### src/rtl/exu_muldiv_sched.sv
// M-extension issue scheduler: launches mul/div ops, tracks pending rd
// for hazard reporting, and arbitrates finished results onto one write port.
module exu_muldiv_sched #(
    parameter int REG_DATA_WIDTH = 32,
    parameter int REG_ADDR_WIDTH = 5
) (
    input  logic                      clk,
    input  logic                      rst,
    input  logic                      req_valid_i,
    input  logic [2:0]                req_op_i,
    input  logic [REG_DATA_WIDTH-1:0] req_rs1_i,
    input  logic [REG_DATA_WIDTH-1:0] req_rs2_i,
    input  logic [REG_ADDR_WIDTH-1:0] req_rd_i,
    output logic                      req_ready_o,
    input  logic                      flush_i,
    input  logic [REG_ADDR_WIDTH-1:0] chk_rs1_i,
    input  logic [REG_ADDR_WIDTH-1:0] chk_rs2_i,
    output logic                      hazard_o,
    output logic                      mul_start_o,
    output logic                      div_start_o,
    output logic [2:0]                mul_op_o,
    output logic [2:0]                div_op_o,
    output logic [REG_DATA_WIDTH-1:0] mul_multiplicand_o,
    output logic [REG_DATA_WIDTH-1:0] mul_multiplier_o,
    output logic [REG_DATA_WIDTH-1:0] div_dividend_o,
    output logic [REG_DATA_WIDTH-1:0] div_divisor_o,
    input  logic                      mul_busy_i,
    input  logic                      div_busy_i,
    input  logic                      mul_ready_i,
    input  logic                      div_ready_i,
    input  logic [REG_DATA_WIDTH-1:0] mul_result_i,
    input  logic [REG_DATA_WIDTH-1:0] div_result_i,
    output logic                      wb_valid_o,
    output logic [REG_ADDR_WIDTH-1:0] wb_waddr_o,
    output logic [REG_DATA_WIDTH-1:0] wb_wdata_o,
    input  logic                      wb_ready_i
);

    typedef enum logic [2:0] {
        S_IDLE,
        S_LAUNCH,
        S_RUN,
        S_DONE,
        S_DRAIN
    } slot_state_e;

    localparam int MUL = 0;
    localparam int DIV = 1;

    slot_state_e               state_q [2];
    slot_state_e               state_d [2];
    logic [2:0]                op_q    [2];
    logic [REG_DATA_WIDTH-1:0] opa_q   [2];
    logic [REG_DATA_WIDTH-1:0] opb_q   [2];
    logic [REG_DATA_WIDTH-1:0] res_q   [2];
    logic [REG_ADDR_WIDTH-1:0] rd_q    [2];
    logic [REG_DATA_WIDTH-1:0] unit_result [2];

    logic       last_q;
    logic       hold_q;
    logic       hold_sel_q;
    logic [1:0] unit_ready;
    logic [1:0] pending;
    logic [1:0] done;
    logic [1:0] accept;
    logic [1:0] grant;
    logic       tgt;
    logic       other;
    logic       waw;
    logic       sel;
    logic       any_done;
    logic       wb_grant;
    logic       unused_busy;

    assign unused_busy    = mul_busy_i ^ div_busy_i;
    assign unit_ready     = {div_ready_i, mul_ready_i};
    assign unit_result[0] = mul_result_i;
    assign unit_result[1] = div_result_i;
    assign tgt            = req_op_i[2];
    assign other          = ~req_op_i[2];

    // Slot status, request admission and writeback arbitration
    always_comb begin
        for (int i = 0; i < 2; i++) begin
            pending[i] = (state_q[i] == S_LAUNCH || state_q[i] == S_RUN ||
                          state_q[i] == S_DONE) && (rd_q[i] != '0);
            done[i]    = (state_q[i] == S_DONE);
        end
        waw         = (req_rd_i != '0) && pending[other] &&
                      (rd_q[other] == req_rd_i);
        req_ready_o = (state_q[tgt] == S_IDLE) && !flush_i && !waw;
        accept      = {req_valid_i & req_ready_o & tgt,
                       req_valid_i & req_ready_o & ~tgt};
        any_done    = |done;
        // A stalled offer stays locked so wb_* cannot change under it
        if (hold_q)
            sel = hold_sel_q;
        else if (&done)
            sel = ~last_q;
        else
            sel = done[DIV];
        wb_valid_o  = any_done && !flush_i;
        wb_grant    = wb_valid_o && wb_ready_i;
        grant       = {wb_grant & sel, wb_grant & ~sel};
    end

    always_ff @(posedge clk) begin
        if (rst) begin
            for (int i = 0; i < 2; i++)
                state_q[i] <= S_IDLE;
        end else begin
            for (int i = 0; i < 2; i++)
                state_q[i] <= state_d[i];
        end
    end

    always_comb begin
        for (int i = 0; i < 2; i++) begin
            state_d[i] = state_q[i];
            unique case (state_q[i])
                S_IDLE: begin
                    if (accept[i])
                        state_d[i] = S_LAUNCH;
                end
                S_LAUNCH: begin
                    state_d[i] = flush_i ? S_IDLE : S_RUN;
                end
                S_RUN: begin
                    if (unit_ready[i])
                        state_d[i] = (flush_i || rd_q[i] == '0) ? S_IDLE : S_DONE;
                    else if (flush_i)
                        state_d[i] = S_DRAIN;
                end
                S_DONE: begin
                    if (flush_i || grant[i])
                        state_d[i] = S_IDLE;
                end
                S_DRAIN: begin
                    if (unit_ready[i])
                        state_d[i] = S_IDLE;
                end
                default: state_d[i] = S_IDLE;
            endcase
        end
    end

    always_ff @(posedge clk) begin
        if (rst) begin
            for (int i = 0; i < 2; i++) begin
                op_q[i]  <= '0;
                opa_q[i] <= '0;
                opb_q[i] <= '0;
                res_q[i] <= '0;
                rd_q[i]  <= '0;
            end
            last_q     <= 1'b0;
            hold_q     <= 1'b0;
            hold_sel_q <= 1'b0;
        end else begin
            for (int i = 0; i < 2; i++) begin
                if (accept[i]) begin
                    op_q[i]  <= req_op_i;
                    opa_q[i] <= req_rs1_i;
                    opb_q[i] <= req_rs2_i;
                    rd_q[i]  <= req_rd_i;
                end
                if (state_q[i] == S_RUN && unit_ready[i] && !flush_i)
                    res_q[i] <= unit_result[i];
            end
            if (wb_grant)
                last_q <= sel;
            hold_q     <= wb_valid_o && !wb_ready_i;
            hold_sel_q <= sel;
        end
    end

    always_comb begin
        mul_start_o        = (state_q[MUL] == S_LAUNCH) && !flush_i;
        div_start_o        = (state_q[DIV] == S_LAUNCH) && !flush_i;
        mul_op_o           = op_q[MUL];
        div_op_o           = op_q[DIV];
        mul_multiplicand_o = opa_q[MUL];
        mul_multiplier_o   = opb_q[MUL];
        div_dividend_o     = opa_q[DIV];
        div_divisor_o      = opb_q[DIV];
        wb_waddr_o         = any_done ? rd_q[sel] : '0;
        wb_wdata_o         = any_done ? res_q[sel] : '0;
        hazard_o           = 1'b0;
        for (int i = 0; i < 2; i++) begin
            if (pending[i] &&
                ((chk_rs1_i != '0 && chk_rs1_i == rd_q[i]) ||
                 (chk_rs2_i != '0 && chk_rs2_i == rd_q[i])))
                hazard_o = 1'b1;
        end
    end

endmodule

### config.mk
export PLATFORM = sky130hd
export DESIGN_NAME = exu_muldiv_sched
export DESIGN_NICKNAME = d
export VERILOG_FILES = /design/src/rtl/exu_muldiv_sched.sv
export SDC_FILE = /design/constraint.sdc
export NUM_CORES = 1
export LEC_CHECK = 0
export BUFFER_PORTS_ARGS = -buffer_cell sky130_fd_sc_hd__buf_2
export CORE_ASPECT_RATIO = 0.9
export CORE_MARGIN = 1
export CORE_UTILIZATION = 45
export DETAILED_ROUTE_END_ITERATION = 8
export PLACE_DENSITY = 0.75
export SLEW_MARGIN = 20
export SYNTH_ARGS = -nofsm -noshare
export SYNTH_HDL_FRONTEND = slang
export SYNTH_SLANG_ARGS = --single-unit
export TNS_END_PERCENT = 10
### constraint.sdc
create_clock -name clk -period 4.89 [get_ports clk]
set_clock_uncertainty 0.05 [all_clocks]
set_input_delay 0.2445 -clock clk [delete_from_list [all_inputs] [get_ports clk]]
set_output_delay 0.2445 -clock clk [all_outputs]
set_load 0.02 [all_outputs]
==> results.json, run 1 <==
{
  "final_util_pct": 65.4,
  "synthDistinctLibCells": 50,
  "grt_pass1_vias": 6552,
  "reg2reg_to": "opb_q[0][43]",
  "min_path_type": "in2reg",
  "fill_cells": 1366,
  "drv_cap": 0,
  "synth_top_cell_area_share_pct": 71.1,
  "whs_endpoint": "opa_q[0][21]",
  "ant_nets": 0,
  "cts-resized-gates": 0,
  "path_clk_slew_ps": 60,
  "grt_overflow": 0,
  "synth_flop_cell": "edfxtp_1",
  "synth-edff-count": 208,
  "synth_top_family_by_area": "simple AND/OR/NAND/NOR gates",
  "post-cts-setup-buffers": 0,
  "path_class": "reg2reg",
  "initial_core_util_pct": 45.9,
  "synth_fp_nets": 786,
  "cts_tree": "built",
  "place_inst": 1181,
  "outcome": "complete, no violations",
  "gp_congestion": 0.805,
  "hold_start": "req_rs1_i[21]",
  "ys_ff_latch": 217,
  "avgSynthCellArea_sq_um": 13.9,
  "numPortBuffers": 328,
  "whs_ps": 15.5,
  "r2r_slack_ps": 1910,
  "synth_area_leader_cell": "edfxtp_1",
  "tightest_slew_ps": 1000,
  "ir_worst_vdd_mv": 0.283,
  "synth_xor_xnor_area_share_pct": 2.49,
  "dieWidth_um": 149,
  "cts_buffers": 23,
  "syn_area_sq_mm": 0.00879,
  "htree_levels": 1,
  "cts_root_buf": "clkbuf_16",
  "synth_area_leaders": "edfxtp_1, and2_1, nand2_1",
  "yosys.area_share.simple_pct": 16.8,
  "wl_um": 23900,
  "vias_per_cell": 4.94,
  "slew_headroom_pct": 33.1,
  "ys_seq_area_share_pct": 73.1,
  "num_rows": 48,
  "fin_setup_tns_ps": 0,
  "synth_warnings": 0,
  "io_pins": 331,
  "period_share_pct": 60.9,
  "grt_pass1_wl_um": 35400,
  "dr.first_iter.drc_count": 325,
  "synth_compound_area_share_pct": 5.14,
  "syn_inst": 631,
  "vias": 6594,
  "synthArstFlopShare_pct": 0,
  "drive_gt1_share_pct": 34.7,
  "dieHeight_um": 135,
  "r2r_cells": 5,
  "muxShareOfSynthArea_pct": 0.698,
  "dp_hpwl_um": 15100,
  "required_ps": 4960,
  "max_freq_mhz": 336,
  "reg2reg_from": "rd_q[1][2]",
  "synth-adder-area-share_pct": 0,
  "drv_slew": 0,
  "clock_sinks": 217,
  "die-area_sq_mm": 0.0201,
  "grt_max_degree": 73,
  "core_area_sq_mm": 0.0192,
  "nNetsFinal": 1223,
  "grt_usage_pct": 23.1,
  "routedWlPerCell_um": 17.9,
  "final-setup-viol-count": 0,
  "holdPathStages": 2,
  "layoutNonFillerInstCount": 1336,
  "route.detailed.drc": 0,
  "drt_first_pass_iters": 5,
  "start_kind": "flip-flop",
  "hold_viol": 0,
  "finalCriticalPeriod_ps": 2980,
  "antenna_found_initial": 4,
  "p_per_area_mw_per_mm2": 339,
  "clk_latency_ps": 500,
  "crit_arrival_ps": 3050,
  "rsz0062_at_grt": "false",
  "p_leak_nw": 5.33,
  "area_growth_pct": 42.5,
  "clockBufferDepth": 3,
  "cts_hold_buf": 111,
  "cp_max_fo": 72,
  "end_kind": "flip-flop"
}
## synthesized netlist by cell type (2+ instances only)
master	instances
xor2_1	12
a21o_1	2
nor2b_1	2
nand2_1	88
xnor2_1	13
a21oi_1	42
clkbuf_2	7
o21ai_0	2
o31ai_1	3
nor2_1	15
nand4_1	5
mux2i_1	5
inv_1	2
dfxtp_1	9
and2_1	137
edfxtp_1	208
buf_1	3
nor3_1	13
buf_2	5
clkbuf_1	19
o21ba_2	2
nor4_1	4
nand2b_1	6
## area by class of cell
class | instances | area [sq um] | share of cell area (%)
inverter | 2 | 7.51 | 0.0600
sequential | 217 | 6430 | 51.3
antenna | 4 | 10.0 | 0.0799
timing repair buffer | 446 | 2830 | 22.6
multi-input combinational | 378 | 2250 | 18.0
clock inverter | 10 | 93.8 | 0.749
tap | 250 | 313 | 2.50
clock buffer | 29 | 598 | 4.78
## worst max-delay path, stage by stage, from the launching register on
cell and delay [ps]:
edfxtp_1 510, or4_4 580, o211ai_2 160, a2111oi_2 120, a21oi_1 290, a21o_4 720
## per-stage QoR
step | instance area (sq um) | total power, mW | setup WS (ps)
6_report | 12500 | 4.24 | 1910
3_3_place_gp | 10700 | 2.56 | 1940
3_5_place_dp | 10700 | 2.57 | 1890
2_1_floorplan | 8790 | 2.40 | 1420
5_1_grt | 12500 | 4.38 | 1710
4_1_cts | 12500 | 4.28 | 1860
## per-layer routing
layer,wire (um),GRT usage [%],part of all wire (%),up-vias
li1,-,-,-,3124
met5,18,0,0.075,-
met3,1660,5.14,6.9,56
met4,778,9.35,3.3,2
met1,9270,27.5,39,3115
met2,12200,40.5,51,297
## cell families after synthesis
family / count (synthesis)
buf+inv: 36
simple gates: 278
compound gates: 69
mux: 6
xor+xnor: 25
flops: 217
## flip-flops by register name (all words and copies together), names as in the netlist
register    flops
opa_q          64
rd_q           10
last_q          1
hold_q          1
opb_q          64
op_q            6
state_q         6
hold_sel_q      1
res_q          64
## report_power, final
group / total (mW) / internal, mW / switching, mW
clock: 1.64 / 0.963 / 0.679
combinational: 0.428 / 0.184 / 0.244
sequential: 2.17 / 2.14 / 0.0360
total: 4.24 / 3.28 / 0.958
## how the worst max path moves through the flow
| stage | from | endpoint | cells past startpoint |
|---|---|---|---|
| floorplan | rd_q[1][2] | op_q[0][0] | 5 |
| global placement | rd_q[1][2] | opb_q[0][61] | 6 |
| detailed placement | rd_q[1][2] | opb_q[0][61] | 6 |
| CTS | rd_q[1][2] | opb_q[0][29] | 6 |
| global route | rd_q[1][2] | opb_q[0][29] | 6 |
| finish | rd_q[1][2] | opb_q[0][43] | 5 |
## cells in the final DEF, fill, tap and decap left out, types with 2 or more instances in the layout
cell / synthesis / final
a21oi_1: 42 / 42
mux2i_1: 5 / 5
o21ai_0: 2 / 2
buf_4: 0 / 6
diode_2: 0 / 4
nand4_1: 5 / 5
clkbuf_16: 0 / 23
o31ai_1: 3 / 2
nor2b_1: 2 / 2
clkinv_1: 0 / 5
nand2b_1: 6 / 6
nor4_1: 4 / 4
bufinv_16: 0 / 2
clkinv_2: 0 / 3
dlygate4sd3_1: 0 / 111
xnor2_1: 13 / 13
nand2_1: 88 / 88
dfxtp_1: 9 / 9
inv_1: 2 / 2
edfxtp_1: 208 / 208
xor2_1: 12 / 12
clkbuf_1: 19 / 6
and2_1: 137 / 137
a21o_4: 0 / 2
buf_2: 5 / 328
o21ba_2: 2 / 2
nor3_1: 13 / 13
nor2_1: 15 / 15
Note: power is estimated with default switching activity, not from simulation.
==> run 2, diff against run 1 <==
==> constraint.sdc (replaced) <==
create_clock -name clk -period 2.8 [get_ports clk]
set_clock_uncertainty 0.05 [all_clocks]
set_input_delay 0.14 -clock clk [delete_from_list [all_inputs] [get_ports clk]]
set_output_delay 0.14 -clock clk [all_outputs]
set_load 0.02 [all_outputs]
==> results.json, run 2 (synthesis gave the netlist of run 1 again) <==
{
  "crit_arrival_ps": 2470,
  "num_rows": 48,
  "crit_family": "simple AND/OR/NAND/NOR gates",
  "dp_hpwl_um": 15500,
  "p_int_mw": 5.79,
  "reg.largest.list": "opa_q: 64 flops, opb_q: 64 flops, res_q: 64 flops",
  "dpl_cell_area_sq_mm": 0.0108,
  "clk_latency_ps": 500,
  "period_share_pct": 95.2,
  "dieHeight_um": 135,
  "route.detailed.drc": 0,
  "swShare_pct": 22.7,
  "multi_input_area_sq_mm": 0.00224,
  "drv_cap": 0,
  "gp_congestion": 0.868,
  "dr.first_iter.drc_count": 414,
  "r2r_cells": 6,
  "cts_root_buf": "clkbuf_16",
  "vias": 6897,
  "antenna_found_initial": 5,
  "dieWidth_um": 149,
  "finalCriticalPeriod_ps": 2660,
  "routedWlPerCell_um": 18.0,
  "power.switching_mw": 1.70,
  "ir_worst_vdd_mv": 0.503,
  "path_cells": "or4_4 -> o211ai_2 -> a2111oi_2 -> and2_1 -> nor3_1 -> buf_2",
  "grt_overflow": 0,
  "vias_per_cell": 5.00,
  "core_area_sq_mm": 0.0192,
  "ant_nets": 0,
  "max_freq_mhz": 375,
  "reg2reg_to": "opa_q[0][32]",
  "grt_pass1_wl_um": 36800,
  "outcome": "complete, no violations",
  "numPortBuffers": 328,
  "reg2reg_from": "rd_q[1][0]",
  "drive_gt1_share_pct": 34.6,
  "p_leak_nw": 5.53,
  "cpPeakStageDelay_ps": 530,
  "fill_cells": 1289,
  "end_kind": "primary output",
  "cts_buffers": 23,
  "startpoint": "rd_q[1][0]",
  "slowest_stage": "or4_4",
  "area_growth_pct": 47.2,
  "die-area_sq_mm": 0.0201,
  "required_ps": 2610,
  "wl_um": 24800,
  "final_area_sq_mm": 0.0129,
  "p_per_area_mw_per_mm2": 579,
  "final_cell_mix": "buf_2, edfxtp_1, dlygate4sd3_1",
  "clock_sinks": 217,
  "endpoint": "req_ready_o",
  "power_mw": 7.49,
  "io_pins": 331,
  "cts_tree": "built",
  "rsz0062_at_grt": "false",
  "tightest_slew_ps": 568,
  "seq_area_sq_mm": 0.00643,
  "fin_setup_tns_ps": 0,
  "r2r_slack_ps": 270,
  "clkPwrFrac_pct": 38.6,
  "final-setup-viol-count": 0,
  "whs_ps": 50.9,
  "nNetsFinal": 1262,
  "grt_max_degree": 73,
  "start_kind": "flip-flop",
  "path_clk_slew_ps": 60,
  "drt_first_pass_iters": 5,
  "path_buf_inv": 1,
  "path_class": "reg2out",
  "htree_levels": 1,
  "grt_pass1_vias": 6864,
  "clockBufferDepth": 3,
  "worstSetupPathDepth": 6,
  "initial_core_util_pct": 45.9,
  "pwr-share-comb_pct": 10.8,
  "grt_usage_pct": 24.1,
  "final_util_pct": 67.5,
  "final_common_cell": "buf_2",
  "power_frac_seq_pct": 50.6,
  "cp_max_fo": 5,
  "slew_headroom_pct": 62.0,
  "drv_slew": 0,
  "hold_viol": 0,
  "min_path_type": "in2reg"
}
==> run 2: cell count changes in the layout (fill, tap and decap cells not counted) <==
cell           change
a21o_2             +2
a21o_4             -2
buf_12             +4
buf_16             -1
buf_4              +7
clkbuf_1           -1
clkinv_2           +2
clkinvlp_4         +1
diode_2            +2
dlygate4sd3_1     +29
inv_6              +1
==> run 2: how the worst min path moves through the flow <==
stage / to / depth (start not counted) / start
5_1_grt: state_q[1][1] / 4 / flush_i
4_1_cts: state_q[1][1] / 4 / flush_i
6_report: state_q[1][1] / 4 / flush_i
3_5_place_dp: state_q[0][2] / 2 / mul_ready_i
3_3_place_gp: state_q[0][2] / 2 / mul_ready_i
2_1_floorplan: hold_q / 1 / wb_ready_i
==> run 2: final cells by class <==
| type | count | area share [%] |
|---|---|---|
| flip-flops and latches | 217 | 49.7 |
| repair buffers | 485 | 24.9 |
| diodes | 6 | 0.116 |
| clock inverters | 14 | 0.929 |
| well taps | 250 | 2.42 |
| multi-input cells | 378 | 17.3 |
| clock buffers | 28 | 4.60 |
| inverters | 2 | 0.0580 |
==> run 2: power groups by stage <==
stage          combinational (mW)  clock (mW)  sequential, mW
6_report                    0.810        2.89            3.79
5_1_grt                     0.864        3.07            3.80
4_1_cts                     0.804        2.95            3.79
3_5_place_dp                0.647           0            3.86
3_3_place_gp                0.640           0            3.85
2_1_floorplan               0.176           0            4.01
==> run 2: metal layers <==
metal | global-route usage [%] | share of wire [%]
met5 | 0 | 0
met4 | 9.30 | 3.4
met3 | 4.63 | 6.8
met2 | 43.8 | 53
met1 | 27.9 | 37
==> run 2: what timing repair did <==
item / 4_1_cts / 5_1_grt
gates resized for setup: 0 / 0
endpoints found under the setup margin: 0 / 1
setup buffers: 0 / 1
hold endpoints to repair: 212 / 0
hold buffers: 140 / 0
==> run 2: worst min-delay path, stage by stage <==
cell and delay [ps]:
buf_2 210, nor2_1 80, o21ai_0 60, a21oi_1 60
==> run 2: metrics by stage <==
stage                     setup WS, ps  cells
after floorplan                  -47.0    631
after global placement             281   1191
after detailed placement           273   1191
after CTS                         70.3   1373
after global routing              12.3   1380
final                              135   1380
